File: config.mk
export PLATFORM = sky130hd
export DESIGN_NAME = chnl_responder_flat
export DESIGN_NICKNAME = d
export VERILOG_FILES = /design/src/rtl/chnl_pkg.sv /design/src/rtl/chnl_if.sv /design/src/rtl/chnl_fifo.sv /design/src/rtl/chnl_responder.sv /design/src/flat_wrapper.sv
export SDC_FILE = /design/constraint.sdc
export NUM_CORES = 1
export LEC_CHECK = 0
export ABC_CLOCK_PERIOD_IN_PS = 4300
export BUFFER_PORTS_ARGS = -buffer_cell sky130_fd_sc_hd__buf_2
export CORE_ASPECT_RATIO = 1.5
export CORE_MARGIN = 3
export CORE_UTILIZATION = 31
export DETAILED_ROUTE_END_ITERATION = 10
export SLEW_MARGIN = 0
export SYNTH_ARGS = -nofsm -noshare
export SYNTH_HDL_FRONTEND = slang
export SYNTH_HIERARCHICAL = 1
export SYNTH_SLANG_ARGS = --single-unit
export TNS_END_PERCENT = 20
File: constraint.sdc
create_clock -name clk -period 4.3 [get_ports clk]
set_clock_uncertainty 0.1 [all_clocks]
set_input_delay 0.215 -clock clk [delete_from_list [all_inputs] [get_ports clk]]
set_output_delay 0.215 -clock clk [all_outputs]
set_load 0.03 [all_outputs]
File: src/rtl/chnl_pkg.sv
// chnl_pkg: shared widths and types for the channel responder slice.
package chnl_pkg;
    localparam int DATA_W = 32;
    localparam int MARGIN_W = 5;
    typedef logic [DATA_W-1:0] chnl_data_t;
    typedef logic [15:0] chnl_cnt_t;
endpackage

File: src/rtl/chnl_if.sv
// chnl_if: initiator-side and downstream-side handshake bundle of the responder.
interface chnl_if import chnl_pkg::*; #(parameter int DATA_W = chnl_pkg::DATA_W);
    logic [DATA_W-1:0]   ch_data;
    logic                ch_valid;
    logic                ch_ready;
    logic [MARGIN_W-1:0] ch_margin;
    logic [DATA_W-1:0]   out_data;
    logic                out_valid;
    logic                out_ready;
    modport master (
        output ch_data, ch_valid, out_ready,
        input  ch_ready, ch_margin, out_data, out_valid
    );
    modport slave (
        input  ch_data, ch_valid, out_ready,
        output ch_ready, ch_margin, out_data, out_valid
    );
endinterface

File: src/rtl/chnl_fifo.sv
// chnl_fifo: first-word fall-through FIFO with occupancy-based full/empty and free-slot margin.
module chnl_fifo import chnl_pkg::*; #(
    parameter int DEPTH  = 16,
    parameter int DATA_W = chnl_pkg::DATA_W
) (
    input  logic                clk,
    input  logic                rstn,
    input  logic                push,
    input  logic                pop,
    input  logic [DATA_W-1:0]   wdata,
    output logic [DATA_W-1:0]   rdata,
    output logic                full,
    output logic                empty,
    output logic [MARGIN_W-1:0] margin
);
    localparam int AW = $clog2(DEPTH);
    logic [DATA_W-1:0] mem [DEPTH];
    logic [AW-1:0]     wr_ptr, rd_ptr;
    logic [AW:0]       occ;
    always_ff @(posedge clk or posedge rstn) begin
        if (rstn) begin
            wr_ptr <= '0;
            rd_ptr <= '0;
            occ    <= '0;
        end else begin
            if (push) wr_ptr <= wr_ptr + AW'(1);
            if (pop) rd_ptr <= rd_ptr + AW'(1);
            if (push != pop) occ <= push ? occ + (AW+1)'(1) : occ - (AW+1)'(1);
        end
    end
    always_ff @(posedge clk) begin
        if (push) mem[wr_ptr] <= wdata;
    end
    // Storage is never reset, so the head is masked to zero whenever nothing valid is held.
    assign full   = occ == (AW+1)'(DEPTH);
    assign empty  = occ == '0;
    assign rdata  = empty ? '0 : mem[rd_ptr];
    assign margin = MARGIN_W'(DEPTH) - MARGIN_W'(occ);
endmodule

File: src/rtl/chnl_responder.sv
// chnl_responder: accepts channel words into a FIFO, forwards them downstream, and keeps accept/stall statistics.
module chnl_responder import chnl_pkg::*; #(
    parameter int DEPTH  = 16,
    parameter int DATA_W = chnl_pkg::DATA_W
) (
    input  logic      clk,
    input  logic      rstn,
    chnl_if.slave     ch,
    input  logic      clr_stats,
    output chnl_cnt_t rx_count,
    output chnl_cnt_t stall_count
);
    logic push, pop, full, empty;
    assign push         = ch.ch_valid && ch.ch_ready;
    assign pop          = ch.out_valid && ch.out_ready;
    assign ch.ch_ready  = !full;
    assign ch.out_valid = !empty;
    chnl_fifo #(.DEPTH(DEPTH), .DATA_W(DATA_W)) u_fifo (
        .clk    (clk),
        .rstn   (rstn),
        .push   (push),
        .pop    (pop),
        .wdata  (ch.ch_data),
        .rdata  (ch.out_data),
        .full   (full),
        .empty  (empty),
        .margin (ch.ch_margin)
    );
    always_ff @(posedge clk or posedge rstn) begin
        if (rstn) begin
            rx_count    <= '0;
            stall_count <= '0;
        end else if (clr_stats) begin
            rx_count    <= '0;
            stall_count <= '0;
        end else begin
            if (push) rx_count <= rx_count + chnl_cnt_t'(1);
            if (ch.ch_valid && !ch.ch_ready && stall_count != '1) stall_count <= stall_count + chnl_cnt_t'(1);
        end
    end
endmodule

File: src/flat_wrapper.sv
// flat-port wrapper written by rule: the top's interface ports become plain ports
module chnl_responder_flat import chnl_pkg::*;
#(
    parameter int DEPTH  = 16,
    parameter int DATA_W = chnl_pkg::DATA_W
)
  (clk, rstn, clr_stats, rx_count, stall_count, ch_ch_data, ch_ch_valid, ch_out_ready, ch_ch_ready, ch_ch_margin, ch_out_data, ch_out_valid);
  chnl_if #(.DATA_W(DATA_W)) ch_i ();
  input  logic clk;
  input  logic rstn;
  input  logic clr_stats;
  output chnl_cnt_t rx_count;
  output chnl_cnt_t stall_count;
  input wire logic [$bits(ch_i.ch_data)-1:0] ch_ch_data;
  input wire logic [$bits(ch_i.ch_valid)-1:0] ch_ch_valid;
  input wire logic [$bits(ch_i.out_ready)-1:0] ch_out_ready;
  output wire logic [$bits(ch_i.ch_ready)-1:0] ch_ch_ready;
  output wire logic [$bits(ch_i.ch_margin)-1:0] ch_ch_margin;
  output wire logic [$bits(ch_i.out_data)-1:0] ch_out_data;
  output wire logic [$bits(ch_i.out_valid)-1:0] ch_out_valid;
  assign ch_i.ch_data = ch_ch_data;
  assign ch_i.ch_valid = ch_ch_valid;
  assign ch_i.out_ready = ch_out_ready;
  assign ch_ch_ready = ch_i.ch_ready;
  assign ch_ch_margin = ch_i.ch_margin;
  assign ch_out_data = ch_i.out_data;
  assign ch_out_valid = ch_i.out_valid;
  chnl_responder #(.DEPTH(DEPTH), .DATA_W(DATA_W)) u_core (.clk(clk), .rstn(rstn), .ch(ch_i), .clr_stats(clr_stats), .rx_count(rx_count), .stall_count(stall_count));
endmodule
# Word level (Yosys, flattened, before mapping)
# Memories as Yosys holds them, arrays and structs flattened.
# Index checks and enable logic that the tools add are counted.
[op_classes]
mul = 0
n_lt_le_gt_ge = 0
bitwise = 0
n_div = 0
shift = 0
n_eq_ne = 3
reduce_logical = 9
mux = 8
add_sub_neg = 7
[ops]
columns = ["operator", "n"]
rows = [
  ["$mux W16", 4],
  ["$add A16 B1 Y16 const B", 2],
  ["$mux W32", 1],
  ["$ne A16 B16 Y1 const B", 1],
  ["$add A4 B1 Y4 const B", 2],
  ["$add A5 B1 Y5 const B", 1],
  ["$eq A5 B5 Y1 const B", 1],
  ["$logic_not A5 Y1", 1],
  ["$mux W5", 1],
  ["$sub A5 B1 Y5 const B", 1],
  ["$sub A5 B5 Y5 const A", 1],
  ["$logic_and A1 B1 Y1", 4],
  ["$reduce_bool A2 Y1", 2],
  ["$logic_not A1 Y1", 2],
  ["$mux W1", 2],
  ["$ne A1 B1 Y1", 1],
]
[word_totals]
out_inout_bits = 71
latch_bits = 0
mem_bits_ro = 0
ram_bits = 512
wordCells = 33
mem_count = 1
reg_bits = 45
[memory_table]
columns = ["name", "depth", "word_bits", "read_ports", "rd_clocked_by_memory_dff", "write_ports", "line_no", "text"]
rows = [
  ["u_core.u_fifo.mem", 16, 32, 1, 0, 1, "chnl_fifo.sv:17", "logic [DATA_W-1:0] mem [DEPTH];"],
]

# Longest topological paths before layout
[logic_depth]
word_depth = 5
mapped_depth = 12
mapped_depth_nobuf = 11

# Cells and area by module
# The synthesis kept the hierarchy.
[by_module_without_submodules]
columns = ["module", "cells_per_inst", "area_per_inst_um2", "seq_area_each_um2", "n_inst"]
rows = [
  ["chnl_fifo", 1150, 20707.4, 15700.1, 1],
  ["chnl_responder", 178, 1737.9, 800.8, 1],
]

# Worst setup path before layout
# No wires, ideal clock.
[synth_path]
path_type = "register to register"
from = "reg u_core.u_fifo.occ[0]"
to = "mem u_core.u_fifo.mem[10][0], enable pin"
period_less_slack_ns = 3.347
path_buffers = 1
t_required_ns = 3.808
path_stages_with_launch = 10
t_arrival_ns = 2.855
slack_ns = 0.953
path_cell_list = "dfrtp_1 inv_1 ha_1 nor3b_1 ha_1 nor2b_1 buf_2 inv_1 nor3b_1 and2_1"
[synth_between]
elab_chain_cells = 5
[synth_rtl]
columns = ["item", "line_no", "text"]
rows = [
  ["start: declaration", "chnl_fifo.sv:19", "logic [AW:0] occ;"],
  ["start signal: assignment", "chnl_fifo.sv:28", "if (push != pop) occ <= push ? occ + (AW+1)'(1) : occ - (AW+1)'(1);"],
  ["$eq A5 B5 Y1", "chnl_fifo.sv:35", "assign full = occ == (AW+1)'(DEPTH);"],
  ["via u_core.full", "chnl_responder.sv:13", "logic push, pop, full, empty;"],
  ["$logic_not A1 Y1", "chnl_responder.sv:16", "assign ch.ch_ready = !full;"],
  ["$logic_and A1 B1 Y1", "chnl_responder.sv:14", "assign push = ch.ch_valid && ch.ch_ready;"],
  ["via u_core.push", "chnl_responder.sv:13", ""],
  ["$mux W1", "chnl_fifo.sv:32", "if (push) mem[wr_ptr] <= wdata;"],
  ["$mux W1 (implied by the code)", "chnl_fifo.sv:32", ""],
  ["end: declaration", "chnl_fifo.sv:17", ""],
]
# The timed path passes the listed nets, and every way through them passes these cells.

# Worst setup path after layout
[layout_path]
from = "reg u_core.u_fifo.occ[0]"
to = "out ch_out_data[0]"
[layout_between]
elab_chain_cells = 2
[layout_rtl]
columns = ["item", "line_no", "text"]
rows = [
  ["$logic_not A5 Y1", "chnl_fifo.sv:36", "assign empty = occ == '0;"],
  ["via u_core.empty", "chnl_responder.sv:13", ""],
  ["$mux W32", "chnl_fifo.sv:37", "assign rdata = empty ? '0 : mem[rd_ptr];"],
  ["end: declaration", "flat_wrapper.sv:19", "output wire logic [$bits(ch_i.out_data)-1:0] ch_out_data;"],
]
# The timed path passes the listed nets, and every way through them passes these cells.

==> load_flow_metrics.sql <==
INSERT INTO impl_metrics (metric_group, metric, value, unit) VALUES
('status', 'outcome', 'finished clean', ''),
('synthesis', 'synth_nets', '1379', ''),
('cts', 'post-cts-setup-buffers', '0', ''),
('timing', 'finalHoldViolations', '0', ''),
('power_and_ir_drop', 'finalPower', '16.8', 'mW'),
('timing', 'finalSetupViolCount', '0', ''),
('layout', 'final_net_count', '1529', ''),
('synthesis', 'synth-seq-area-share', '73.5', '%'),
('setup_path', 'timing.critical_path.arrival', '3230', 'ps'),
('setup_path', 'worstPathMaxFanout', '19', ''),
('timing', 'fmax', '282', 'MHz'),
('setup_path', 'rr_startpoint', 'u_core/u_fifo/occ[0]$_DFFE_PP0P_', ''),
('timing', 'finalMaxSlewViolations', '0', ''),
('synthesis', 'ys_async_rst_share', '8.08', '%'),
('global_routing', 'grt_overflow_total', '0', ''),
('timing', 'setup_tns', '0', 'ps'),
('layout', 'layout_commonest_cell', 'edfxtp_1', ''),
('timing', 'grt_setup_unrepaired', 'no', ''),
('route', 'drt-initial-drc-count', '762', ''),
('route', 'drt_pre_antenna_iters', '5', ''),
('cts', 'worst_setup_hold_path_clk_slew', '70', 'ps'),
('cts', 'tritoncts.num_buffers', '50', ''),
('die', 'start_util', '31.3', '%'),
('cts', 'cts_max_path_buffers', '3', ''),
('die', 'dieWidth', '226', 'um'),
('layout', 'layout-drive-gt1-share', '15.4', '%'),
('die', 'core_region_area', '71600', 'um^2'),
('flow_run', 'maxCapViolCount', '0', ''),
('timing', 'post-route-period-util', '82.5', '%'),
('hold_path', 'min_from', 'ch_out_ready', ''),
('synthesis', 'synth_seq_cells', '557', ''),
('global_routing', 'grt_util_all_layers', '13.6', '%'),
('timing', 'final_period_minus_worst_setup_slack', '3550', 'ps'),
('die', 'die_height', '336', 'um'),
('route', 'wirelength', '52.3', 'mm'),
('synthesis', 'postSynthAreaPerCell', '16.9', 'um^2'),
('hold_path', 'instance_count_along_the_most_critical_hold_path', '4', ''),
('layout', 'final_core_util', '36.2', '%'),
('layout', 'antenna_cells', '0', ''),
('setup_path', 'reg2reg_setup_slack', '970', 'ps'),
('route', 'wl_per_cell', '21.5', 'um'),
('route', 'route.detailed.vias_per_inst', '5.03', ''),
('layout', 'nFillCells', '6602', ''),
('synthesis', 'netlist-cell-type-count', '46', ''),
('die', 'design.die.area', '75700', 'um^2'),
('global_routing', 'vias_in_the_first_global_route', '12700', ''),
('synthesis', 'ys_dominant_reg_cell', 'edfxtp_1', ''),
('power_and_ir_drop', 'vdd_ir_drop_max', '0.524', 'mV'),
('cts', 'cts-root-buf', 'clkbuf_16', ''),
('die', 'ioPinCount', '108', ''),
('cts', 'cts_tree', 'yes', ''),
('placed_design', 'post-dp-hpwl', '31.5', 'mm'),
('setup_path', 'setup.worst_path.end_class', 'output pin', ''),
('synthesis', 'syn_area', '22400', 'um^2'),
('synthesis', 'synth-edff-count', '512', ''),
('setup_path', 'r2r_end', 'u_core/u_fifo/mem[10][15]$_DFFE_PP_', ''),
('global_routing', 'grt_antenna_before_repair', '2', ''),
('setup_path', 'worst_setup_path_start_kind', 'register', ''),
('die', 'core.rowCount', '120', ''),
('layout', 'fin_area', '25900', 'um^2'),
('hold_path', 'worstHoldEndpoint', 'u_core/u_fifo/rd_ptr[2]$_DFFE_PP0P_', ''),
('layout', 'multi_input_area', '5470', 'um^2'),
('cts', 'htree_num_levels', '2', ''),
('cts', 'cts-resized-gates', '0', ''),
('layout', 'commonest_non_fill_non_tap_cells_in_the_layout', '512 x edfxtp_1, 259 x mux2i_1, 128 x a22oi_1', ''),
('synthesis', 'count_of_mapped_cells_out_of_synthesis', '1328', ''),
('timing', 'tightestPinTransition', '1060', 'ps'),
('route', 'drcViolationCount', '0', ''),
('route', 'num_vias', '12200', ''),
('setup_path', 'cp.required', '3980', 'ps'),
('placed_design', 'routabilityCongestion', '0.788', '');
[sequential cells by signal, indices dropped and copies added, names as in the netlist]
signal and cells:
u_core/stall_count 16, u_core/rx_count 16, u_core/u_fifo/rd_ptr 4, u_core/u_fifo/mem 512, u_core/u_fifo/occ 5, u_core/u_fifo/wr_ptr 4
[metrics by stage]
| step | std cells | setup WS (ps) | hold slack (ps) |
|---|---|---|---|
| after floorplan | 1328 | 953 | -8.04 |
| after global placement | 2306 | 1050 | 20.4 |
| after detailed placement | 2306 | 989 | 17.5 |
| after CTS | 2430 | 673 | 5.34 |
| after global routing | 2430 | 538 | 57.8 |
| final | 2430 | 752 | 23.3 |
[metal layers]
metal	wire length, um	track usage (%)	up-vias
li1	-	-	5514
met1	22000	17.0	6304
met2	26600	23.9	319
met3	2180	2.06	93
met4	1480	4.83	4
met5	21	0	-
[cells in the mapped netlist (all sizes together) (4+ instances only)]
cell    number  area (um^2)
or4          6         45.0
nand2b       4         25.0
mux2i      259         2590
o21ai        8         40.0
inv         13         48.8
nor2        24         92.6
edfxtp     512        15400
a22oi      128          961
or3          6         37.5
nand4       14          109
and2        18          113
nand2       46          173
nor2b       11         68.8
o31ai        5         37.5
ha          13          163
clkbuf      14         63.8
a21oi       13         65.1
xnor2       10         87.6
buf         57          423
nor3         5         25.0
dfrtp       45         1130
xor2        15          131
mux2         5         56.3
nand3       74          383
[critical path: stages, from the launching register on]
cell and delay (ps):
dfrtp_1 460, inv_1 80, ha_1 230, nor3b_1 160, ha_1 310, nor2b_4 530, buf_4 390, nand3_1 150
nand2_1 130, buf_2 210
[cell type report]
class                           count  area share, %
Tap cell                          915           4.42
Clock inverter                     20          0.695
Inverter                           13          0.188
Sequential cell                   557           63.7
Clock buffer                       69           5.19
Timing Repair Buffer              169           4.73
Multi-Input combinational cell    687           21.1
[how the worst max path moves through the flow]
stage / startpoint / endpoint / slack (ps) / cells past startpoint
6_report: u_core/u_fifo/occ[0]$_DFFE_PP0P_ / ch_out_data[0] / 750 / 9
5_1_grt: u_core/u_fifo/occ[0]$_DFFE_PP0P_ / ch_out_data[14] / 540 / 9
4_1_cts: u_core/u_fifo/occ[0]$_DFFE_PP0P_ / ch_out_data[14] / 670 / 9
3_5_place_dp: u_core/u_fifo/occ[0]$_DFFE_PP0P_ / u_core/u_fifo/mem[10][17]$_DFFE_PP_ / 990 / 9
3_3_place_gp: u_core/u_fifo/occ[0]$_DFFE_PP0P_ / u_core/u_fifo/mem[10][21]$_DFFE_PP_ / 1050 / 9
2_1_floorplan: u_core/u_fifo/occ[0]$_DFFE_PP0P_ / u_core/u_fifo/mem[10][0]$_DFFE_PP_ / 950 / 9
[cell families (layout without fill, tap and decap cells)]
group,Yosys count,after routing,share of synthesized area [%]
DFF,557,557,73.5
adders and majority gates,14,14,0.814
buffers and inverters,84,271,2.39
muxes,264,264,11.8
AOI/OAI and AO/OA,164,164,5.26
and+or+nand+nor,220,220,5.25
xor gates and xnor gates,25,25,0.976
[power by group]
group	switching (mW)	leakage, nW	total (mW)	internal, mW
Combinational	3.85	3.38	5.81	1.95
Clock	1.91	0.736	4.23	2.32
Sequential	0.287	5.22	6.77	6.48
(Power assumes the default switching activity.)
